### src/rtl/uart_tx_param.sv
// Parametrised UART transmitter with an integrated transmit FIFO.
// Frames leave back-to-back while the FIFO holds data.
//
// state    | meaning
// ---------+---------------------------------------------------
// S_IDLE   | line high, waiting for a FIFO entry
// S_START  | start bit (line low)
// S_DATA   | DATA_BITS data bits, LSB first
// S_PARITY | optional parity bit
// S_STOP   | STOP_BITS stop periods, may chain straight to START
module uart_tx_param #(
    parameter int CLK_DIV    = 217,
    parameter int DATA_BITS  = 8,
    parameter int PARITY     = 0,
    parameter int STOP_BITS  = 1,
    parameter int FIFO_DEPTH = 16
) (
    input  logic                          i_clk,
    input  logic                          i_rst,
    input  logic                          i_valid,
    input  logic [DATA_BITS-1:0]          i_data,
    output logic                          o_ready,
    output logic                          o_tx,
    output logic                          o_busy,
    output logic [$clog2(FIFO_DEPTH):0]   o_count
);

    localparam int AW = $clog2(FIFO_DEPTH);
    localparam int CW = AW + 1;
    localparam logic [17:0]   LP_DIV    = 18'(CLK_DIV);
    localparam logic [17:0]   LP_STOP   = 18'(STOP_BITS * CLK_DIV);
    localparam logic [3:0]    LP_LAST   = 4'(DATA_BITS - 1);
    localparam logic [CW-1:0] LP_FULL   = CW'(FIFO_DEPTH);
    localparam logic          LP_PAR_EN = (PARITY != 0);
    localparam logic          LP_ODD    = (PARITY == 1);

    typedef enum logic [2:0] {
        S_IDLE   = 3'd0,
        S_START  = 3'd1,
        S_DATA   = 3'd2,
        S_PARITY = 3'd3,
        S_STOP   = 3'd4
    } state_t;

    state_t                r_state;
    logic [17:0]           r_baud;
    logic [3:0]            r_bit;
    logic [DATA_BITS-1:0]  r_shift;
    logic                  r_par;
    logic                  r_tx;
    logic                  r_busy;

    logic [DATA_BITS-1:0]  r_mem [FIFO_DEPTH];
    logic [AW-1:0]         r_wr;
    logic [AW-1:0]         r_rd;
    logic [CW-1:0]         r_count;
    logic                  r_ready;

    logic                  w_push;
    logic                  w_pop;
    logic                  w_empty;
    logic                  w_stop_end;
    logic [DATA_BITS-1:0]  w_head;
    logic [CW-1:0]         w_count_nxt;

    assign w_push     = i_valid && r_ready;
    assign w_empty    = (r_count == '0);
    assign w_stop_end = (r_state == S_STOP) && (r_baud == LP_STOP);
    assign w_pop      = !w_empty && ((r_state == S_IDLE) || w_stop_end);
    assign w_head     = r_mem[r_rd];

    always_comb begin
        w_count_nxt = r_count;
        if (w_push && !w_pop) begin
            w_count_nxt = r_count + CW'(1);
        end else if (!w_push && w_pop) begin
            w_count_nxt = r_count - CW'(1);
        end
    end

    // Ready is registered from the next count so it tracks full without a comb path to i_valid.
    always_ff @(posedge i_clk) begin
        if (!i_rst) begin
            r_wr    <= '0;
            r_rd    <= '0;
            r_count <= '0;
            r_ready <= 1'b0;
        end else begin
            if (w_push) r_wr <= r_wr + AW'(1);
            if (w_pop)  r_rd <= r_rd + AW'(1);
            r_count <= w_count_nxt;
            r_ready <= (w_count_nxt != LP_FULL);
        end
    end

    always_ff @(posedge i_clk) begin
        if (w_push) r_mem[r_wr] <= i_data;
    end

    always_ff @(posedge i_clk) begin
        if (!i_rst) begin
            r_state <= S_IDLE;
            r_baud  <= 18'd1;
            r_bit   <= 4'd0;
            r_shift <= '0;
            r_par   <= 1'b0;
            r_tx    <= 1'b1;
            r_busy  <= 1'b0;
        end else begin
            case (r_state)
                S_IDLE: begin
                    r_tx <= 1'b1;
                    if (w_pop) begin
                        r_shift <= w_head;
                        r_par   <= (^w_head) ^ LP_ODD;
                        r_tx    <= 1'b0;
                        r_baud  <= 18'd1;
                        r_busy  <= 1'b1;
                        r_state <= S_START;
                    end
                end
                S_START: begin
                    if (r_baud == LP_DIV) begin
                        r_tx    <= r_shift[0];
                        r_shift <= r_shift >> 1;
                        r_bit   <= 4'd0;
                        r_baud  <= 18'd1;
                        r_state <= S_DATA;
                    end else begin
                        r_baud <= r_baud + 18'd1;
                    end
                end
                S_DATA: begin
                    if (r_baud == LP_DIV) begin
                        r_baud <= 18'd1;
                        if (r_bit == LP_LAST) begin
                            if (LP_PAR_EN) begin
                                r_tx    <= r_par;
                                r_state <= S_PARITY;
                            end else begin
                                r_tx    <= 1'b1;
                                r_state <= S_STOP;
                            end
                        end else begin
                            r_tx    <= r_shift[0];
                            r_shift <= r_shift >> 1;
                            r_bit   <= r_bit + 4'd1;
                        end
                    end else begin
                        r_baud <= r_baud + 18'd1;
                    end
                end
                S_PARITY: begin
                    if (r_baud == LP_DIV) begin
                        r_tx    <= 1'b1;
                        r_baud  <= 18'd1;
                        r_state <= S_STOP;
                    end else begin
                        r_baud <= r_baud + 18'd1;
                    end
                end
                S_STOP: begin
                    if (w_stop_end) begin
                        r_baud <= 18'd1;
                        if (w_pop) begin
                            r_shift <= w_head;
                            r_par   <= (^w_head) ^ LP_ODD;
                            r_tx    <= 1'b0;
                            r_state <= S_START;
                        end else begin
                            r_tx    <= 1'b1;
                            r_busy  <= 1'b0;
                            r_state <= S_IDLE;
                        end
                    end else begin
                        r_baud <= r_baud + 18'd1;
                    end
                end
                default: begin
                    r_tx    <= 1'b1;
                    r_busy  <= 1'b0;
                    r_baud  <= 18'd1;
                    r_state <= S_IDLE;
                end
            endcase
        end
    end

    assign o_tx    = r_tx;
    assign o_busy  = r_busy;
    assign o_ready = r_ready;
    assign o_count = r_count;

endmodule

### config.mk
export PLATFORM = sky130hd
export DESIGN_NAME = uart_tx_param
export DESIGN_NICKNAME = d
export VERILOG_FILES = /design/src/rtl/uart_tx_param.sv
export SDC_FILE = /design/constraint.sdc
export NUM_CORES = 1
export LEC_CHECK = 0
export CAP_MARGIN = 20
export CELL_PAD_IN_SITES_DETAIL_PLACEMENT = 1
export CELL_PAD_IN_SITES_GLOBAL_PLACEMENT = 1
export CORE_AREA = 2 2 162 164
export CTS_CLUSTER_DIAMETER = 150
export DETAILED_ROUTE_END_ITERATION = 10
export DIE_AREA = 0 0 164 166
export PLACE_DENSITY_LB_ADDON = 0.1
export SYNTH_ARGS = -nofsm -noshare
export SYNTH_HDL_FRONTEND = slang
export SYNTH_SLANG_ARGS = --single-unit
### constraint.sdc
create_clock -name i_clk -period 4.42 [get_ports i_clk]
set_clock_uncertainty 0.1 [all_clocks]
set_input_delay 1.105 -clock i_clk [delete_from_list [all_inputs] [get_ports i_clk]]
set_output_delay 1.105 -clock i_clk [all_outputs]
set_load 0.05 [all_outputs]
==> metrics.md <==
| Metric | Value |
|---|---|
| Status | `finished clean` |
| Nets | `540` |
| Crit-path cells | `clkdlybuf4s50_1` |
| Die Y | `166 um` |
| Hpwl dp | `12.3 mm` |
| Multi-input logic area | `2460 um^2` |
| Post-route cell area | `8630 um^2` |
| VDD IR max | `0.000198 V` |
| Top delay family on crit path | `buffers and inverters` |
| Layout cell share with drive strength beyond 1 | `15.6%` |
| Worst Path Required | `3210 ps` |
| Iteration-0 DRC count of the detailed router | `249` |
| Root Buffer | `clkbuf_16` |
| Post-synth EDFFs | `128` |
| Clk sinks | `181` |
| Number of global-route vias before repair | `4317` |
| Worst path bufs/invs | `1` |
| Clock buffer count from CTS | `17` |
| Register area | `4910 um^2` |
| Synth Net Count | `519` |
| Number of remaining DRC errors | `0` |
| Vias per Instance | `4.84` |
| WHS Path Cells | `2` |
| CP Class | `register to output pin` |
| Worst r2r path cells | `8` |
| CP max stage delay | `880 ps` |
| GRT overflow | `0` |
| DRT Pass-1 Iters | `4` |
| Minimum clock period | `3030 ps` |
| Worst Path Max Fanout | `7` |
| CTS Hold Bufs | `0` |
| GPL Wtd Cong | `0.729` |
| Post-CTS Resized | `0` |
| Largest net degree at the start of global routing | `33` |
| CTS H-tree lvls | `4` |
| Post-synthesis sequential area ratio | `65.5%` |
| Synth Warn # | `0` |
| Post-Synthesis Cell Area | `7490 um^2` |
| Fmax | `0.330 GHz` |
| Tightest Pin Transition | `853 ps` |
| Rows | `59` |
| Post-DRT Antenna Nets | `0` |
| Post-Synthesis Cells | `497` |
| Critical Path Stages | `1` |
| Final period util | `68.6%` |
| Routed vias | `4190` |
| Unrepaired setup endpoints after global routing | `no` |
| CP max stage cell | `clkdlybuf4s50_1` |
| Synth Register Bits | `181` |
| CTS tree | `yes` |
| Count leader, synth | `edfxtp_1` |
| Primary FF master, synth | `edfxtp_1` |
| Global-route wire length before repair | `27.4 mm` |
| Pwr Density | `586 nW/um^2` |
| Dominant cell type by area after synthesis | `edfxtp_1` |
| # diodes | `0` |
| Synth top area share | `51.3%` |
| Fin util | `33.7%` |
| Met2 wire length | `9.01 mm` |
| IO Pins | `19` |
| Die width | `164 um` |
| Number of setup buffers added after CTS | `0` |
| Final Power | `5.06 mW` |
| Slew headroom | `42.9%` |
| Initial antenna violation count | `0` |
| Synth cell types | `47` |
| Met3 wire len | `530 um` |
| Total track usage | `13.8%` |
| Top cells by area, synth | `edfxtp_1, dfxtp_1, mux4_2` |
| Initial core utilization | `29.2%` |
| Final hold violation count | `0` |
| Full die area | `27200 um^2` |
| Core ar. | `25600 um^2` |
| Buffers on Ports | `18` |
| Min-delay worst type | `register to register` |
| Clock buffer depth | `2` |
| Fill count | `2632` |
| Syn Area/Cell | `15.1 um^2` |
| Leak | `2.72 nW` |
| Max Slew Vio Count | `0` |
| Ys async rst share | `0%` |
| Clk Latency, worst-skew pair | `430 ps` |
| DP Area | `8050 um^2` |
| Top sig layer | `met4` |
| Per-cell routed wire length | `20.5 um` |
| Worst-path clk slew | `70 ps` |
| FF-to-FF setup slack | `1570 ps` |
| Routed wire length | `17.7 mm` |
| WP data arrival | `1830 ps` |
| Crit. End Element | `output pin` |
| P&R area growth vs syn | `15.3%` |
| Commonest cells post-synth | `edfxtp_1, dfxtp_1, mux4_2, nor2_1, nand2_1` |
| Final setup violation count | `0` |
| Setup TNS Final | `0 ps` |
| Metal-1 WL | `8.05 mm` |
| Worst setup SP type | `register` |
| Max Cap Viol | `0` |
[worst paths after layout]
kind,startpoint,to
min,o_tx$_SDFFE_PN1P_,o_tx$_SDFFE_PN1P_
max reg2reg,o_count[0]$_SDFF_PN0_,r_shift[4]$_SDFFE_PN0P_
min reg2reg,o_tx$_SDFFE_PN1P_,o_tx$_SDFFE_PN1P_
max,o_count[2]$_SDFF_PN0_,o_count[2]
[cell families (layout without fill, tap and decap cells)]
family,count (synthesis),in the layout,share of synthesized area (%)
AO/OA/AOI/OAI,53,53,4.51
XOR/XNOR,27,27,3.16
adder cells (fa/ha/maj),11,11,1.84
buffers and inverters,30,64,1.60
flip-flops,181,181,65.5
multiplexers,49,49,13.2
AND/OR/NAND/NOR,146,146,10.2
[metal layers]
layer	vias to the layer above	GRT usage [%]
met5	-	0
li1	1943	-
met2	67	22.9
met1	2171	18.7
met3	9	2.95
met4	0	2.97
[report_power, final]
part | leakage (nW) | internal, mW | total [mW] | switching [mW]
registers | 1.59 | 1.93 | 2.08 | 0.149
logic | 0.851 | 0.628 | 1.50 | 0.876
clock network | 0.282 | 0.756 | 1.48 | 0.722
[state kept, by name, indices dropped and copies added (netlist names), named ones only]
name / count
o_busy: 1
r_shift: 8
r_bit: 4
r_rd: 4
r_mem: 128
r_baud: 18
r_wr: 4
o_ready: 1
o_count: 5
o_tx: 1
r_state: 3
[worst register-to-register path, delay by kind of cell (launching register included)]
kind | cells | cell delay (ps)
AND/OR/NAND/NOR | 2 | 670
adder cells (fa/ha/maj) | 1 | 220
buffers and inverters | 1 | 150
AO/OA/AOI/OAI | 4 | 1190
flip-flops | 1 | 360
[area by class of cell]
cell class / count / share of cell area (%)
clock buffers: 17 / 4.93
repair buffers: 21 / 2.49
well taps: 335 / 4.86
clock inverters: 15 / 1.86
flip-flops and latches: 181 / 56.8
multi-input cells: 286 / 28.6
inverters: 11 / 0.478
[cell usage in the layout (no fill, tap or decap), types with 4 or more instances in the layout]
cell and instances:
xnor2_1 18, edfxtp_1 128, nor3b_1 5, ha_1 11, nand4_1 7, nand2_1 32
and2_1 17, inv_8 5, mux2i_1 9, clkbuf_16 17, nor2_1 40, nand3_1 11
dfxtp_1 52, a21oi_1 16, xor2_1 9, clkdlybuf4s50_1 18, o21ai_0 16, mux4_2 40
and3_1 10, inv_1 10, nor3_1 5, nor4_1 4
[stage by stage]
step,std cells,hold WS (ps),setup WS (ps)
3_3_place_gp,834,371,1170
3_5_place_dp,834,385,1170
2_1_floorplan,497,358,1800
4_1_cts,866,397,1360
6_report,866,388,1390
5_1_grt,866,422,1240
Note: power is estimated with default switching activity, not from simulation.
